`config.mk`:
```
export PLATFORM = sky130hd
export DESIGN_NAME = aes_key_sched_ctrl
export DESIGN_NICKNAME = d
export VERILOG_FILES = /design/src/rtl/aes_key_sched_ctrl.sv
export SDC_FILE = /design/constraint.sdc
export NUM_CORES = 1
export LEC_CHECK = 0
export CAP_MARGIN = 20
export CORE_MARGIN = 2
export CORE_UTILIZATION = 28
export CTS_CLUSTER_SIZE = 14
export DETAILED_ROUTE_END_ITERATION = 10
export PLACE_DENSITY = 0.88
export SYNTH_ARGS = -nofsm -noshare
export SYNTH_HDL_FRONTEND = slang
export SYNTH_SLANG_ARGS = --single-unit
```
`constraint.sdc`:
```
create_clock -name clk -period 2.6 [get_ports clk]
set_clock_uncertainty 0.2 [all_clocks]
set_input_delay 0.52 -clock clk [delete_from_list [all_inputs] [get_ports clk]]
set_output_delay 0.52 -clock clk [all_outputs]
set_load 0.02 [all_outputs]
```
`src/rtl/aes_key_sched_ctrl.sv`:
```
// ============================================================================
// Module:      aes_key_sched_ctrl
// Description: AES-128 key-schedule sequencer: loads the cipher key into the
//              expander, then streams 44 round-key words to the datapath.
//              Optional expansion timeout: define AES_KEY_SCHED_TIMEOUT_EN.
// Revision:    1.0 - initial release
// ============================================================================
`default_nettype none

module aes_key_sched_ctrl #(
    parameter int NR          = 10,
    parameter int EXP_TIMEOUT = 64
) (
    input  logic        clk,
    input  logic        reset,
    input  logic        start,
    input  logic [31:0] key_word,
    input  logic        key_valid,
    output logic        key_ready,
    output logic        ke_start,
    output logic [31:0] ke_key,
    input  logic        ke_done,
    output logic [3:0]  ke_round_n,
    output logic [1:0]  ke_r_index,
    input  logic [31:0] ke_round_key,
    output logic [31:0] rk_word,
    output logic [3:0]  rk_round,
    output logic        rk_valid,
    input  logic        rk_ready,
    output logic        rk_last,
    output logic        busy,
    output logic        done,
    output logic        err
);

    localparam logic [2:0] S_IDLE   = 3'd0;
    localparam logic [2:0] S_LOAD   = 3'd1;
    localparam logic [2:0] S_EXPAND = 3'd2;
    localparam logic [2:0] S_ISSUE  = 3'd3;
    localparam logic [2:0] S_DONE   = 3'd4;

    localparam logic [3:0] LAST_ROUND = 4'(NR);

    logic [2:0] state;
    logic [1:0] word_cnt;
    logic [3:0] round_cnt;
    logic       issuing;
    logic       last_word;

`ifdef AES_KEY_SCHED_TIMEOUT_EN
    localparam int TW = $clog2(EXP_TIMEOUT + 1);
    logic [TW-1:0] timer;
`else
    logic unused_cfg;
    assign unused_cfg = (EXP_TIMEOUT != 0);
    assign err        = 1'b0;
`endif

    assign issuing   = (state == S_ISSUE);
    assign last_word = (round_cnt == LAST_ROUND) && (word_cnt == 2'd3);

    always_ff @(posedge clk or posedge reset) begin
        if (reset) begin
            state     <= S_IDLE;
            word_cnt  <= 2'd0;
            round_cnt <= 4'd0;
`ifdef AES_KEY_SCHED_TIMEOUT_EN
            timer     <= '0;
            err       <= 1'b0;
`endif
        end else begin
            case (state)
                S_IDLE: begin
                    if (start) begin
                        state    <= S_LOAD;
                        word_cnt <= 2'd0;
                    end
                end
                S_LOAD: begin
                    if (key_valid) begin
                        word_cnt <= word_cnt + 2'd1;
                        if (word_cnt == 2'd3) begin
                            state    <= S_EXPAND;
                            word_cnt <= 2'd0;
`ifdef AES_KEY_SCHED_TIMEOUT_EN
                            timer    <= '0;
`endif
                        end
                    end
                end
                S_EXPAND: begin
                    // ke_done has priority over a simultaneous timeout expiry
                    if (ke_done) begin
                        state     <= S_ISSUE;
                        round_cnt <= 4'd0;
                        word_cnt  <= 2'd0;
                    end
`ifdef AES_KEY_SCHED_TIMEOUT_EN
                    else if (timer == TW'(EXP_TIMEOUT - 1)) begin
                        err   <= 1'b1;
                        state <= S_IDLE;
                    end else begin
                        timer <= timer + 1'b1;
                    end
`endif
                end
                S_ISSUE: begin
                    if (rk_ready) begin
                        word_cnt <= word_cnt + 2'd1;
                        if (last_word) begin
                            state <= S_DONE;
                        end else if (word_cnt == 2'd3) begin
                            round_cnt <= round_cnt + 4'd1;
                        end
                    end
                end
                S_DONE: begin
                    state <= S_IDLE;
                end
                default: begin
                    state <= S_IDLE;
                end
            endcase
        end
    end

    // Outputs are decoded from state so reset clears them without a clock edge
    assign key_ready  = (state == S_LOAD);
    assign ke_start   = key_valid & key_ready;
    assign ke_key     = key_word;
    assign rk_valid   = issuing;
    assign ke_round_n = issuing ? round_cnt : 4'd0;
    assign ke_r_index = issuing ? (2'd3 - word_cnt) : 2'd0;
    assign rk_round   = issuing ? round_cnt : 4'd0;
    assign rk_word    = ke_round_key;
    assign rk_last    = issuing & last_word;
    assign busy       = (state != S_IDLE);
    assign done       = (state == S_DONE);

endmodule

`default_nettype wire

```
==> Word level (Yosys, flattened, before mapping) <==
Cells that the tools add are included.
{ "totals": {"wordCells": 50, "regBits": 9} }
{ "classes": {"bitwise": 2, "addsub": 3, "mux": 20, "n_reduce_logical": 8, "eq_ne": 14} }
{ "op_table": {"columns": ["cell", "count"], "rows": [
  ["4-bit two-way mux", 5],
  ["3-bit two-way mux", 6],
  ["2-bit two-way mux", 6],
  ["3-bit one-hot mux with 4 select lines", 1],
  ["2-bit inequality test (second input constant)", 5],
  ["5-bit AND reduction", 2],
  ["2-bit one-hot mux with 4 select lines", 1],
  ["4-bit one-hot mux with 2 select lines", 1],
  ["3-bit by 2-bit equality test with 1-bit output (second input constant)", 2],
  ["2-bit by 1-bit inequality test with 1-bit output (second input constant)", 3],
  ["6-bit AND reduction", 1],
  ["4-bit by 1-bit adder with 4-bit output (second input constant)", 1],
  ["4-bit equality test (second input constant)", 1],
  ["4-bit nonzero test", 1],
  ["3-bit by 1-bit equality test with 1-bit output (second input constant)", 1],
  ["3-bit equality test (second input constant)", 1],
  ["3-bit zero test", 1],
  ["3-bit nonzero test", 1],
  ["2-bit by 1-bit adder with 2-bit output (second input constant)", 1],
  ["1-bit AND", 2],
  ["2-bit equality test (second input constant)", 1],
  ["2-bit nonzero test", 1],
  ["2-bit subtractor (first input constant)", 1],
  ["1-bit logical AND", 1]
]} }

==> Longest topological paths before layout <==
{ "depth": {"word_depth": 5, "ltp_mapped": 6} }

==> Least setup slack after synthesis <==
Ideal clock, no wire load.
{ "synth_path": {"kind": "register to output", "startpoint": "register state[2]", "endpoint": "output rk_round[0]", "slack_ps": 455, "arrival_ps": 1425, "stages_incl_launch_ff": 6, "path_buffers": 2, "path_cell_list": "dfrtp_1 > clkbuf_1 > and2b_1 > nand2_1 > nor2_1 > buf_4"} }
{ "synth_via": {"elab_chain_len": 2} }
{ "synth_lines": {"columns": ["element", "line_no", "text"], "rows": [
  ["from (decl)", "44", "logic [2:0] state;"],
  ["from (signal assigned)", "64", "state <= S_IDLE;"],
  ["from (signal assigned)", "75", "state <= S_LOAD;"],
  ["from (signal assigned)", "83", "state <= S_EXPAND;"],
  ["3-bit by 2-bit equality test with 1-bit output", "59", "assign issuing = (state == S_ISSUE);"],
  ["4-bit two-way mux", null, null],
  ["to (decl)", "27", "output logic [3:0] rk_round,"]
]} }
No other way between the ends.

==> Worst setup path after layout <==
{ "layout_path": {"startpoint": "register state[2]", "endpoint": "output ke_round_n[1]"} }
{ "layout_via": {"elab_chain_len": 2} }
{ "layout_lines": {"columns": ["element", "line_no", "text"], "rows": [
  ["3-bit by 2-bit equality test with 1-bit output", "59", null],
  ["4-bit two-way mux", "132", "assign ke_round_n = issuing ? round_cnt : 4'd0;"],
  ["to (decl)", "23", "output logic [3:0] ke_round_n,"]
]} }
No other way between the ends.

==> flow_summary.html <==
<table>
<tr><th>Metric</th><th>Value</th></tr>
<tr><th colspan="2">Run status</th></tr>
<tr><td>Run status</td><td>completed</td></tr>
<tr><th colspan="2">Place</th></tr>
<tr><td>Weighted congestion at the end of routability-driven global placement</td><td>approximately 0.85</td></tr>
<tr><td>I/O Buffers</td><td>21</td></tr>
<tr><td>Area after DPL</td><td>938 um^2</td></tr>
<tr><td>Post-Place Worst Slack</td><td>roughly 0.18 ns</td></tr>
<tr><td>Dpl hpwl</td><td>1650 um</td></tr>
<tr><th colspan="2">Clocking</th></tr>
<tr><td>Deepest level of the CTS H-tree</td><td>1</td></tr>
<tr><td>Clock sink count</td><td>9</td></tr>
<tr><td>Clock Tree Buf Depth</td><td>2</td></tr>
<tr><td>Number of buffers created by CTS</td><td>3</td></tr>
<tr><td>Worst-Skew Late Latency</td><td>~0.24 ns</td></tr>
<tr><td>Clock tree from TritonCTS</td><td>built</td></tr>
<tr><td>Clock tree root driver cell</td><td>clkbuf_8</td></tr>
<tr><td>Count of hold-fix buffers inserted at cts</td><td>0</td></tr>
<tr><td>Clock-pin slew on the worst setup and hold paths</td><td>approximately 0.05 ns</td></tr>
<tr><th colspan="2">Die</th></tr>
<tr><td>Area of the core</td><td>about 4000 um^2</td></tr>
<tr><td>Initial cell density of the core</td><td>0.292</td></tr>
<tr><td>Total Die Area</td><td>about 4700 um^2</td></tr>
<tr><td>I/O Pins</td><td>151</td></tr>
<tr><td>Die height</td><td>68.5 um</td></tr>
<tr><td>Die span in x</td><td>approximately 70 um</td></tr>
<tr><td>Row count</td><td>23</td></tr>
<tr><th colspan="2">GRT</th></tr>
<tr><td>Antenna violations before repair</td><td>0</td></tr>
<tr><td>Global-route wire length before repair</td><td>about 3300 um</td></tr>
<tr><td>GR Overflow Total</td><td>0</td></tr>
<tr><td>Maximum number of pins on one net before global-route repair</td><td>14</td></tr>
<tr><td>Vias in the first global route</td><td>~700</td></tr>
<tr><td>Overall fraction of global-route tracks in use</td><td>0.0983</td></tr>
<tr><th colspan="2">STA</th></tr>
<tr><td>Crit path setup slack, layout</td><td>approximately 0.1 ns</td></tr>
<tr><td>Maximum operating frequency</td><td>approximately 0.40 GHz</td></tr>
<tr><td>Final Cycle Share</td><td>0.962</td></tr>
<tr><td>Final hold violation count</td><td>0</td></tr>
<tr><td>Final Max Slew Viols</td><td>0</td></tr>
<tr><td>Smallest hold slack</td><td>between 0.3 and 0.4 ns</td></tr>
<tr><td>Unrepaired setup endpoints after global routing</td><td>false</td></tr>
<tr><td>Final Critical Period</td><td>around 2.5 ns</td></tr>
<tr><td>Post-route setup TNS</td><td>0 ns</td></tr>
<tr><td>Final setup viols</td><td>0</td></tr>
<tr><th colspan="2">Synthesis</th></tr>
<tr><td>Xor/xnor cell area share of the yosys netlist</td><td>0</td></tr>
<tr><td>Library cell with the largest summed area after synthesis</td><td>buf_4</td></tr>
<tr><td>Post-synth design cell area</td><td>about 1200 um^2</td></tr>
<tr><td>Synth cell types</td><td>32</td></tr>
<tr><td>Dominant combinational cell family by area after synthesis</td><td>buffers and inverters</td></tr>
<tr><td>Post-synthesis share of cell area spent on full adders, half adders and majority gates</td><td>0.0322</td></tr>
<tr><td>Post-synthesis share of cell area spent on and, or, nand and nor gates</td><td>0.189</td></tr>
<tr><td>Fraction of post-synthesis cell area in the top cell type by area</td><td>0.444</td></tr>
<tr><td>Leading cell types by total area after synthesis</td><td>buf_4 (44%), dfrtp_1 (19%), o21ai_0 (3.4%)</td></tr>
<tr><td>Number of cells produced by synthesis</td><td>150</td></tr>
<tr><td>Flip-flop and latch count after synthesis</td><td>9</td></tr>
<tr><td>Multiplexer share of the synthesized area</td><td>0.0300</td></tr>
<tr><td>Compound-cell area share of the yosys netlist</td><td>0.0815</td></tr>
<tr><td>Number of flops mapped to enable cells by yosys</td><td>0</td></tr>
<tr><td>Yosys Warn Count</td><td>0</td></tr>
<tr><td>Nets in the synthesized netlist</td><td>roughly 220</td></tr>
<tr><td>Part of the Yosys area used for sequential elements</td><td>0.193</td></tr>
<tr><td>Mapped Avg Cell Area</td><td>roughly 7.8 um^2</td></tr>
<tr><td>Post-synth ARST share</td><td>1.00</td></tr>
<tr><td>Synth Flop Type</td><td>dfrtp_1</td></tr>
<tr><th colspan="2">Detailed routing</th></tr>
<tr><td>Initial DRC count</td><td>90</td></tr>
<tr><td>Avg Vias per Cell</td><td>around 4.8</td></tr>
<tr><td>Total vias in the final route</td><td>~750</td></tr>
<tr><td>ANT nets after route</td><td>0</td></tr>
<tr><td>Total Wirelength</td><td>roughly 2200 um</td></tr>
<tr><td>Remaining DRCs</td><td>0</td></tr>
<tr><td>Average wire per standard cell</td><td>13.8 um</td></tr>
<tr><td>DRT Pass-1 Iters</td><td>4</td></tr>
<tr><th colspan="2">Finish</th></tr>
<tr><td>Util after Layout</td><td>0.249</td></tr>
<tr><td>Total non-filler cell area in the finished layout</td><td>around 990 um^2</td></tr>
<tr><td>Fraction of layout instances using a drive strength above 1</td><td>0.103</td></tr>
<tr><td>Layout-stage area growth over the synthesis result</td><td>-14.7%</td></tr>
<tr><td>Number of diodes added for antenna fixing</td><td>0</td></tr>
<tr><td>Fill count</td><td>between 400 and 500</td></tr>
<tr><td>Layout net count</td><td>~180</td></tr>
<tr><th colspan="2">Worst hold path</th></tr>
<tr><td>Path type of the worst min-delay path</td><td>reg2reg</td></tr>
<tr><td>Depth of the worst hold-timing path</td><td>1</td></tr>
<tr><th colspan="2">Worst setup path</th></tr>
<tr><td>Number of cell instances on the worst register-to-register path</td><td>5</td></tr>
<tr><td>Top fanout value on the critical path</td><td>10</td></tr>
<tr><td>R2R Setup Slk</td><td>roughly 0.76 ns</td></tr>
<tr><td>CP Data Required Time</td><td>roughly 1.9 ns</td></tr>
<tr><td>Setup Crit Path Kind</td><td>reg2out</td></tr>
<tr><td>CP endpoint kind</td><td>primary output</td></tr>
<tr><td>Kind of start point of the critical path</td><td>flop</td></tr>
<tr><td>Arrival time at the worst endpoint</td><td>about 1.8 ns</td></tr>
<tr><th colspan="2">Power and ir drop</th></tr>
<tr><td>Maximum vdd ir drop</td><td>around 0.24 mV</td></tr>
<tr><td>Pwr dens</td><td>around 1100 nW/um^2</td></tr>
<tr><td>Lkg Pwr</td><td>0.484 nW</td></tr>
<tr><th colspan="2">Flow run</th></tr>
<tr><td>Count of max-cap constraint violations</td><td>0</td></tr>
</table>
## what timing repair did
action | 4_1_cts | 5_1_grt
resized for setup | 3 | 7
setup buffers | 0 | 0
setup endpoints to repair | 3 | 10
pin swaps | 0 | 0
## report_power, final
| part | total [W] | internal [W] | switching [W] | leakage (nW) |
|---|---|---|---|---|
| combinational | 0.000701 | 0.000321 | 0.000380 | 0.355 |
| sequential | 0.000259 | 0.000193 | 0.0000654 | 0.106 |
| clock | 0.000168 | 0.000107 | 0.0000606 | 0.0228 |
| total | 0.00113 | 0.000621 | 0.000506 | 0.484 |
## path summary, 6_finish.rpt
kind,end,startpoint
setup reg to reg,state[0]$_DFFE_PP0P_,state[1]$_DFFE_PP0P_
setup / recovery,ke_round_n[1],state[2]$_DFFE_PP0P_
max in group asynchronous,state[0]$_DFFE_PP0P_,reset
min in group asynchronous,state[2]$_DFFE_PP0P_,reset
hold reg to reg,round_cnt[2]$_DFFE_PP0P_,round_cnt[2]$_DFFE_PP0P_
hold / removal,round_cnt[2]$_DFFE_PP0P_,round_cnt[2]$_DFFE_PP0P_
## cells by family (layout without fill, tap and decap cells)
| group | after synthesis | count (layout) |
|---|---|---|
| other cells | 1 | 1 |
| flops | 9 | 9 |
| buf+inv | 77 | 34 |
| simple gates | 40 | 40 |
| fa+ha+maj | 3 | 3 |
| mux | 3 | 3 |
| compound gates | 17 | 17 |
## registers in the layout, summed over array words and instances, names as in the netlist
signal and cells:
state 3, word_cnt 2, round_cnt 4
## placed cells by master, fill, tap and decap left out, types with 4 or more instances in the layout
master            n
nand2_1           6
inv_1             5
and3_1            5
nor3_1            5
a21oi_1           5
clkdlybuf4s50_1  13
nor2_1            7
o21ai_0           8
buf_4             4
dfrtp_1           8
dlymetal6s2s_1    5
## Yosys cell counts, types with 2 or more instances
master / number
nor3b_1: 3
dfrtp_1: 9
nand3_1: 2
nand2b_1: 3
a21oi_1: 5
buf_4: 69
and3_1: 5
nor3_1: 5
clkbuf_1: 2
nor2_1: 7
ha_1: 3
nand2_1: 6
inv_1: 5
o21ai_0: 8
## through the flow
step,std cells,power (W)
2_1_floorplan,150,0.000865
3_3_place_gp,153,0.000964
3_5_place_dp,153,0.000983
4_1_cts,157,0.00114
5_1_grt,157,0.00125
6_report,157,0.00113
## layout make-up
class                      instances  area [um^2]  share of cell area
multi-input combinational         64          393               0.395
clock buffer                       4         45.0              0.0453
inverter                           5         18.8              0.0189
sequential                         9          226               0.228
timing repair buffer              25          249               0.250
tap                               50         62.6              0.0629
## per-layer routing
metal | up-vias | GRT usage | share of wire
li1 | 338 | - | -
met1 | 338 | 0.0917 | 0.35
met2 | 52 | 0.151 | 0.46
met3 | 23 | 0.0487 | 0.13
met4 | 0 | 0.100 | 0.065
met5 | - | 0 | 0
## critical path, stage by stage (launching register included)
cell and delay (ns):
dfrtp_1 0.46, and2b_2 0.29, and3_1 0.18, clkdlybuf4s50_1 0.60
(Power assumes the default switching activity.)
